$ cat src/rtl/dds_pkg.sv
// Shared definitions for the DDS frequency sweep controller.
package dds_pkg;

    localparam int DDS_FCW_W   = 8;
    localparam int DDS_DWELL_W = 16;

    localparam logic [1:0] MODE_SINGLE = 2'd0;
    localparam logic [1:0] MODE_REPEAT = 2'd1;
    localparam logic [1:0] MODE_UPDOWN = 2'd2;

    typedef enum logic [1:0] {
        ST_IDLE,
        ST_RUN,
        ST_DONE
    } state_t;

endpackage

$ cat src/rtl/dds_dwell_timer.sv
// Down-counter that flags the last cycle of each dwell period.
module dds_dwell_timer
    import dds_pkg::*;
#(
    parameter int DWELL_W = DDS_DWELL_W
) (
    input  logic               clk,
    input  logic               rst,
    input  logic               load,
    input  logic [DWELL_W-1:0] load_val,
    output logic               expire
);

    logic [DWELL_W-1:0] r_cnt;

    always_ff @(posedge clk or posedge rst) begin
        if (rst) begin
            r_cnt <= '0;
        end else if (load) begin
            r_cnt <= load_val;
        end else if (r_cnt != '0) begin
            r_cnt <= r_cnt - 1'b1;
        end
    end

    assign expire = (r_cnt == '0);

endmodule

$ cat src/rtl/dds_sweep_ctrl.sv
// Sweep sequencer producing the control word for a phase accumulator:
// single, sawtooth-repeat and triangle sweeps with clamped end points.
module dds_sweep_ctrl
    import dds_pkg::*;
#(
    parameter int FCW_W   = DDS_FCW_W,
    parameter int DWELL_W = DDS_DWELL_W
) (
    input  logic               clk,
    input  logic               rst,
    input  logic               start,
    input  logic               abort,
    input  logic [FCW_W-1:0]   cfg_start_fcw,
    input  logic [FCW_W-1:0]   cfg_stop_fcw,
    input  logic [FCW_W-1:0]   cfg_step,
    input  logic [DWELL_W-1:0] cfg_dwell,
    input  logic [1:0]         cfg_mode,
    output logic [FCW_W-1:0]   fcw,
    output logic               busy,
    output logic               done,
    output logic               dir
);

    state_t             r_state;
    state_t             w_state_nx;
    logic [FCW_W-1:0]   r_fcw;
    logic [FCW_W-1:0]   w_fcw_nx;
    logic               r_dir;
    logic               w_dir_nx;
    logic               r_tgt_stop;
    logic               w_tgt_stop_nx;
    logic [FCW_W-1:0]   r_start;
    logic [FCW_W-1:0]   r_stop;
    logic [FCW_W-1:0]   r_step;
    logic [DWELL_W-1:0] r_dwell;
    logic [1:0]         r_mode;
    logic               w_latch;
    logic               w_load;
    logic               w_expire;
    logic [DWELL_W-1:0] w_load_val;
    logic [FCW_W-1:0]   w_tgt;
    logic [FCW_W-1:0]   w_alt;

    // One step toward tgt, computed one bit wider so it clamps instead of wrapping.
    function automatic logic [FCW_W-1:0] f_step(
        input logic [FCW_W-1:0] cur,
        input logic [FCW_W-1:0] tgt,
        input logic [FCW_W-1:0] stp,
        input logic             up
    );
        logic [FCW_W:0] sum;
        if (up) begin
            sum = {1'b0, cur} + {1'b0, stp};
            if (sum > {1'b0, tgt}) sum = {1'b0, tgt};
        end else begin
            sum = {1'b0, cur} - {1'b0, stp};
            if (sum[FCW_W] || (sum < {1'b0, tgt})) sum = {1'b0, tgt};
        end
        return sum[FCW_W-1:0];
    endfunction

    assign w_tgt      = r_tgt_stop ? r_stop  : r_start;
    assign w_alt      = r_tgt_stop ? r_start : r_stop;
    assign w_load_val = (r_state == ST_IDLE) ? cfg_dwell : r_dwell;

    dds_dwell_timer #(
        .DWELL_W (DWELL_W)
    ) u_dwell (
        .clk      (clk),
        .rst      (rst),
        .load     (w_load),
        .load_val (w_load_val),
        .expire   (w_expire)
    );

    always_ff @(posedge clk or posedge rst) begin
        if (rst) begin
            r_state    <= ST_IDLE;
            r_fcw      <= '0;
            r_dir      <= 1'b1;
            r_tgt_stop <= 1'b1;
            r_start    <= '0;
            r_stop     <= '0;
            r_step     <= '0;
            r_dwell    <= '0;
            r_mode     <= MODE_SINGLE;
        end else begin
            r_state    <= w_state_nx;
            r_fcw      <= w_fcw_nx;
            r_dir      <= w_dir_nx;
            r_tgt_stop <= w_tgt_stop_nx;
            if (w_latch) begin
                r_start <= cfg_start_fcw;
                r_stop  <= cfg_stop_fcw;
                r_step  <= cfg_step;
                r_dwell <= cfg_dwell;
                r_mode  <= cfg_mode;
            end
        end
    end

    always_comb begin
        w_state_nx    = r_state;
        w_fcw_nx      = r_fcw;
        w_dir_nx      = r_dir;
        w_tgt_stop_nx = r_tgt_stop;
        w_latch       = 1'b0;
        w_load        = 1'b0;
        if (abort) begin
            w_state_nx = ST_IDLE;
            w_fcw_nx   = '0;
        end else begin
            unique case (r_state)
                ST_IDLE: begin
                    if (start) begin
                        w_latch       = 1'b1;
                        w_load        = 1'b1;
                        w_fcw_nx      = cfg_start_fcw;
                        w_dir_nx      = (cfg_stop_fcw >= cfg_start_fcw);
                        w_tgt_stop_nx = 1'b1;
                        w_state_nx    = ST_RUN;
                    end
                end
                ST_RUN: begin
                    if (w_expire) begin
                        w_load = 1'b1;
                        // A zero step is a fixed tone: never advance, never finish.
                        if (r_step != '0) begin
                            if (r_fcw != w_tgt) begin
                                w_fcw_nx = f_step(r_fcw, w_tgt, r_step, r_dir);
                            end else if (r_mode == MODE_REPEAT) begin
                                w_fcw_nx = r_start;
                            end else if (r_mode == MODE_UPDOWN) begin
                                w_tgt_stop_nx = ~r_tgt_stop;
                                w_dir_nx      = ~r_dir;
                                w_fcw_nx      = f_step(r_fcw, w_alt, r_step, ~r_dir);
                            end else begin
                                w_state_nx = ST_DONE;
                            end
                        end
                    end
                end
                ST_DONE: begin
                    w_state_nx = ST_IDLE;
                end
                default: begin
                    w_state_nx = ST_IDLE;
                end
            endcase
        end
    end

    assign fcw  = r_fcw;
    assign dir  = r_dir;
    assign busy = (r_state == ST_RUN);
    assign done = (r_state == ST_DONE);

endmodule
$ cat config.mk
export PLATFORM = sky130hd
export DESIGN_NAME = dds_sweep_ctrl
export DESIGN_NICKNAME = d
export VERILOG_FILES = /design/src/rtl/dds_pkg.sv /design/src/rtl/dds_dwell_timer.sv /design/src/rtl/dds_sweep_ctrl.sv
export SDC_FILE = /design/constraint.sdc
export NUM_CORES = 1
export LEC_CHECK = 0
export CAP_MARGIN = 15
export CELL_PAD_IN_SITES_DETAIL_PLACEMENT = 1
export CELL_PAD_IN_SITES_GLOBAL_PLACEMENT = 2
export CORE_MARGIN = 5
export CORE_UTILIZATION = 32
export CTS_CLUSTER_SIZE = 28
export DETAILED_ROUTE_END_ITERATION = 12
export GPL_ROUTABILITY_DRIVEN = 1
export PLACE_DENSITY = 0.85
export SLEW_MARGIN = 20
export SYNTH_ARGS = -nofsm -noshare
export SYNTH_HDL_FRONTEND = slang
export SYNTH_SLANG_ARGS = --single-unit
$ cat constraint.sdc
create_clock -name clk -period 3.5 [get_ports clk]
set_input_delay 0.525 -clock clk [delete_from_list [all_inputs] [get_ports clk]]
set_output_delay 0.525 -clock clk [all_outputs]
set_load 0.03 [all_outputs]
### Yosys cells after proc, flatten, opt, wreduce, memory -nomap -nowiden

Cells that the tools add are included.

| word-level totals | value |
|---|---|
| register bits after elaboration | 70 |
| input port bits | 46 |
| output and inout bits | 11 |
| logic and storage cells | 98 |

| operators by class | value |
|---|---|
| add/sub/neg operators | 3 |
| $lt $le $gt $ge | 5 |
| equal/unequal tests | 18 |
| mux-type cells | 47 |
| bitwise gates (word level) | 3 |
| reductions and logical operators | 12 |

Operators with widths:

| cell | number |
|---|---|
| two-way mux 8 bit | 15 |
| two-way mux 16 bit | 3 |
| > comparator 9 x 8 -> 1 bit | 2 |
| less-than comparator 9 x 8 -> 1 bit | 2 |
| two-way mux 1 bit | 17 |
| logical NOT 16 bit | 1 |
| one-hot mux 8 bit (2 select lines) | 1 |
| nonzero test 16 bit | 1 |
| subtractor 16 x 1 -> 16 bit (second input constant) | 1 |
| two-way mux 2 bit | 7 |
| != test 3 bit (second input constant) | 4 |
| adder 8 x 8 -> 9 bit | 1 |
| subtractor 8 x 8 -> 9 bit | 1 |
| greater-or-equal comparator 8 bit | 1 |
| != test 8 bit | 1 |
| AND reduction 8 bit | 1 |
| nonzero test 8 bit | 1 |
| != test 2 x 1 -> 1 bit (second input constant) | 3 |
| != test 2 bit (second input constant) | 3 |
| != test 3 x 2 -> 1 bit (second input constant) | 2 |
| one-hot mux 1 bit (2 select lines) | 3 |
| AND reduction 6 bit | 1 |
| != test 5 x 2 -> 1 bit (second input constant) | 1 |
| AND reduction 5 bit | 1 |
| 8 further kinds | 14 |

### Depth between registers and ports, before layout

| depth | value |
|---|---|
| depth in word-level cells | 12 |
| gate-level depth with buffers | 19 |
| gate-level depth less buffers | 18 |

### By module

From an unflattened synthesis, not the netlist that was laid out.

| unflattened totals | value |
|---|---|
| cells, all modules | 625 |
| area, all modules | 6023.3 um2 |

Modules (own cells, without submodules):

| module | times used | cells each | area each (um2) | seq. area each (um2) |
|---|---|---|---|---|
| dds_sweep_ctrl | 1 | 517 | 5041.1 | 1353.8 |
| dds_dwell_timer | 1 | 108 | 982.2 | 400.4 |

### Worst setup path before layout

OpenSTA, ideal clock, no wires.

| timing | value |
|---|---|
| path kind | reg-to-reg |
| start point | reg r_fcw[1] (netlist: fcw[1]) |
| end point | reg r_fcw[4] (netlist: fcw[4]) |
| data arrival time | 3830 ps |
| required time | 3363 ps |
| slack | -467 ps |
| cell stages (with the launch flop) | 17 |
| path buffers | 1 |
| clock period less this slack | 3967 ps |
| cells stage by stage | dfrtp_1 -> ha_1 -> nor2b_1 -> o2111a_1 -> or3_1 -> a21o_1 -> and2_1 -> ha_1 -> a211oi_1 -> o21ai_0 -> o21ai_1 -> or3_1 -> buf_2 -> a211oi_1 -> a31o_1 -> a222oi_1 -> o31ai_1 |

| between the ends | value |
|---|---|
| cells in the longest elaborated chain, start to end | 12 |

RTL lines:

| item | line | RTL |
|---|---|---|
| start, declared | dds_sweep_ctrl.sv:26 | `logic [FCW_W-1:0] r_fcw;` |
| start signal, assigned | dds_sweep_ctrl.sv:89 | `r_fcw <= w_fcw_nx;` |
| subtractor 8 x 8 -> 9 bit | dds_sweep_ctrl.sv:56 | `sum = {1'b0, cur} - {1'b0, stp};` |
| less-than comparator 9 x 8 -> 1 bit | dds_sweep_ctrl.sv:57 | `if (sum[FCW_W] \|\| (sum < {1'b0, tgt})) sum = {1'b0, tgt};` |
| logical OR 1 bit | dds_sweep_ctrl.sv:57 |  |
| two-way mux 8 bit | dds_sweep_ctrl.sv:57 |  |
| two-way mux 8 bit | dds_sweep_ctrl.sv:52 | `if (up) begin` |
| two-way mux 8 bit | dds_sweep_ctrl.sv:133 | `end else if (r_mode == MODE_UPDOWN) begin` |
| two-way mux 8 bit | dds_sweep_ctrl.sv:131 | `end else if (r_mode == MODE_REPEAT) begin` |
| two-way mux 8 bit | dds_sweep_ctrl.sv:129 | `if (r_fcw != w_tgt) begin` |
| two-way mux 8 bit | dds_sweep_ctrl.sv:128 | `if (r_step != '0) begin` |
| two-way mux 8 bit | dds_sweep_ctrl.sv:125 | `if (w_expire) begin` |
| one-hot mux 8 bit (2 select lines) | dds_sweep_ctrl.sv:113 | `unique case (r_state)` |
| two-way mux 8 bit | dds_sweep_ctrl.sv:109 | `if (abort) begin` |

Several ways; a longest one is shown, not always the timed one. The select of a mux whose other input is x is not followed.
A chain may end at the register's enable or synchronous reset.

### Final worst setup path

| timing | value |
|---|---|
| start point | reg r_fcw[0] (netlist: fcw[0]) |
| end point | reg r_fcw[3] (netlist: fcw[3]) |

Same word-level chain as after synthesis.

==> impl_metrics.yaml <==
yosys:
  top_area_cell_type_share_of_the_netlist_area_pct: 28.9
  mappedNetlistArea_um2: 5890
  synthesis.yosys.warnings: 0
  async_flop_share_pct: 100
  synth_edf_count: 0
  post_synth_inst_count: 692
  synth_commonest_cells: "nand2_1, dfrtp_1, ha_1"
  syn_avg_cell_area_um2: 8.51
  seq_area_frac_synth_pct: 29.8
  synth.top_cells.by_area: "dfrtp_1, ha_1, nand2_1"
  synth_largest_area_cell: "dfrtp_1"
  netlist-cell-type-count: 80
  synth.most_common_cell: "nand2_1"
  synth_seq_cells: 70
  synthesis.nets: 795
  synth_top_flop_cell: "dfrtp_1"
worst_hold_path:
  worstHoldPathCells: 2
  min-delay-start: "r_dwell[6]$_DFFE_PP0P_"
  hp-class: "register to register"
  worst_min_delay_path_endpoint: "r_dwell[6]$_DFFE_PP0P_"
cts:
  clk_pin_slew_ns: 0.06
  clk_latency_ns: 0.34
  cts_tree: "done"
  clockRootBuffer: "clkbuf_16"
  max_root_sink_buffers: 2
  clock_sink_count: 70
  tritoncts.num_buffers: 9
  post_cts_hold_buffer_count: 0
  htree_num_levels: 3
critical_path:
  cp_num_buf_inv: 4
  worst_r2r_path_depth: 19
  worst_ep_arrival_time_ns: 4.01
  regToRegEndpoint: "fcw[3]$_DFFE_PP0P_"
  path_delay_family: "compound AO/OA/AOI/OAI gates"
  critical_path.slowest_cell: "dfrtp_2"
  timing.critical_path.cells: "inv_2 > ha_4 > inv_4 > fa_2 > a21o_1 > a41oi_2 > nand2_1 > xnor2_2 > inv_2 > ha_4 > a211oi_2 > o21ai_1 > o21ai_2 > buf_6 > o31a_1 > a211oi_1 > a31o_2 > a222oi_1 > o31ai_1"
  r2r-start: "fcw[0]$_DFFE_PP0P_"
  timing.reg2reg.setup_slack_ns: -0.31
  slowest_delay_ns: 0.44
  cp_capture_type: "register"
  crit_required_ns: 3.70
  startpoint_type: "register"
  cp_max_fo: 4
  critical_path_class: "register to register"
power_and_ir_drop:
  report.power.total_mw: 6.13
  power.density_nw_per_um2: 742
  power.ir.vdd_worst_v: 0.000323
  total_leakage_power_nw: 3.76
place:
  postPlaceCellArea_um2: 7470
  dpl_worst_slack_ns: -0.526
  gp_congestion: 0.923
  placement.io_buffers: 56
  place_hpwl_um: 17100
  place.detailed.instances: 1047
drt:
  total_wirelength_of_the_detailed_routed_design_um: 22200
  final_antenna_net_count: 0
  routed_via_density: 5.50
  wire_per_inst_um: 20.5
  drt_pre_antenna_iters: 5
  drc_errors: 0
  vias: 5959
  initialDrtViolationCount: 300
global_routing:
  track_usage_pct: 20.6
  grt-ovfl-total: 0
  grt_pass1_wl_um: 35400
  grt_pass1_vias: 6599
  grt_start_max_net_pins: 39
  initial_antenna_violation_count: 0
sta:
  rsz0062_at_grt: "true"
  final.period_utilization_pct: 109
  setup_viol: 8
  max_slew.worst_pin.slew_ns: 0.836
  final.setup_skew_ns: 0.00747
  timing.fmax_ghz: 0.262
  timing.max_slew.rel_slack_pct: 44.2
  period_needed_ns: 3.81
  finalHoldViolCount: 0
  setup_ws_ns: -0.310
  report.final.slew_viol_count: 0
die:
  die_x_um: 146
  number_of_core_rows: 49
  die_h_um: 146
  floorplan.die_area_um2: 21200
  num_io_pins: 57
  initial_core_util_pct: 32.7
  core-area_um2: 18000
run:
  maxCapViolCount: 0
cells_and_area:
  final_net_count: 953
  final-instance-count-excl-fill: 1084
  final_standard_cell_area_without_fillers_um2: 8260
  area_growth_syn_to_layout_pct: 40.2
  diodes_inserted: 0
  drive_gt1_share_pct: 27.8
outcome:
  status: "finished with violations"
  failed_checks: "setup timing"
kinds of logic (layout without fill, tap and decap cells):
family	count (synthesis)	after routing	synth area share, %
compound gates	165	165	20.1
simple gates	267	267	21.8
flops	70	70	29.8
mux	30	30	5.86
fa+ha+maj	57	57	12.4
xor+xnor	30	30	4.59
buf+inv	73	236	5.57
metrics by stage:
stage               util, %  setup TNS [ns]  hold WS [ns]
floorplan                 -          -0.228         0.438
global placement       41.5           -2.24         0.450
detailed placement     41.5           -3.43         0.454
CTS                    45.1           -1.60         0.469
global route           45.8           -3.43         0.509
finish                 45.8           -1.91         0.465
per-layer routing:
layer  routed length [um]  GRT usage [%]  vias to the layer above
met1                 9180           24.7                     2946
met3                  924           2.74                       62
met4                  851           8.54                        0
met5                    0              0                        -
li1                     -              -                     2794
met2                11300           37.0                      157
sequential cells by signal, indices dropped and copies added, names as in the netlist:
name           flops
r_mode             2
r_tgt_stop         1
r_stop             8
dir                1
r_dwell           16
r_state            2
r_start            8
fcw                8
r_step             8
u_dwell.r_cnt     16
worst max-delay path by stage:
| stage | from | depth (start not counted) | end | slack (ns) |
|---|---|---|---|---|
| finish | fcw[0]$_DFFE_PP0P_ | 19 | fcw[3]$_DFFE_PP0P_ | -0.31 |
| global route | fcw[0]$_DFFE_PP0P_ | 19 | fcw[3]$_DFFE_PP0P_ | -0.51 |
| CTS | fcw[0]$_DFFE_PP0P_ | 19 | fcw[3]$_DFFE_PP0P_ | -0.26 |
| detailed placement | r_step[1]$_DFFE_PP0P_ | 18 | fcw[3]$_DFFE_PP0P_ | -0.53 |
| global placement | r_step[1]$_DFFE_PP0P_ | 17 | fcw[4]$_DFFE_PP0P_ | -0.35 |
| floorplan | fcw[0]$_DFFE_PP0P_ | 14 | fcw[3]$_DFFE_PP0P_ | -0.06 |
cells in the final DEF (no fill, tap or decap), types with 4 or more instances in the layout:
cell and n:
a211oi_1 16, a21o_1 9, a21oi_1 21, a21oi_2 6, a222oi_1 4, a311oi_1 5, a31oi_1 5, buf_4 118
clkbuf_16 9, clkdlybuf4s50_1 56, dfrtp_1 61, dfrtp_2 7, ha_1 44, ha_4 9, inv_1 33, inv_2 6
mux2_2 6, mux2i_1 19, nand2_1 125, nand2b_1 7, nand3_1 14, nor2_1 32, nor2b_1 17, nor3_1 18
nor4_1 5, o211ai_1 4, o21ai_0 32, o21ai_1 4, o22ai_1 6, o31ai_1 7, or2_2 4, or3_1 8
or3_4 4, xnor2_1 19, xnor2_2 4, xor2_1 6
tightest hold or removal path, stage by stage, from the launching register on:
cell and delay, ns:
dfrtp_1 0.33, nand2_1 0.05, nand2_1 0.05
timing repair:
action | CTS | global route
resized for setup | 35 | 18
setup endpoints to repair | 8 | 8
pin swaps | 18 | 20
setup buffers | 17 | 4
layout make-up:
type | count | area, um2
fillers | 2117 | 9770
multi-input cells | 549 | 4180
flip-flops and latches | 70 | 1760
repair buffers | 179 | 1520
well taps | 229 | 287
clock buffers | 10 | 239
inverters | 41 | 161
clock inverters | 6 | 109
power by group:
part	internal, mW	switching (mW)	total, mW
combinational	1.84	1.96	3.80
clock	0.714	0.362	1.08
sequential	0.998	0.253	1.25
Power figures use the tool's default switching activity.
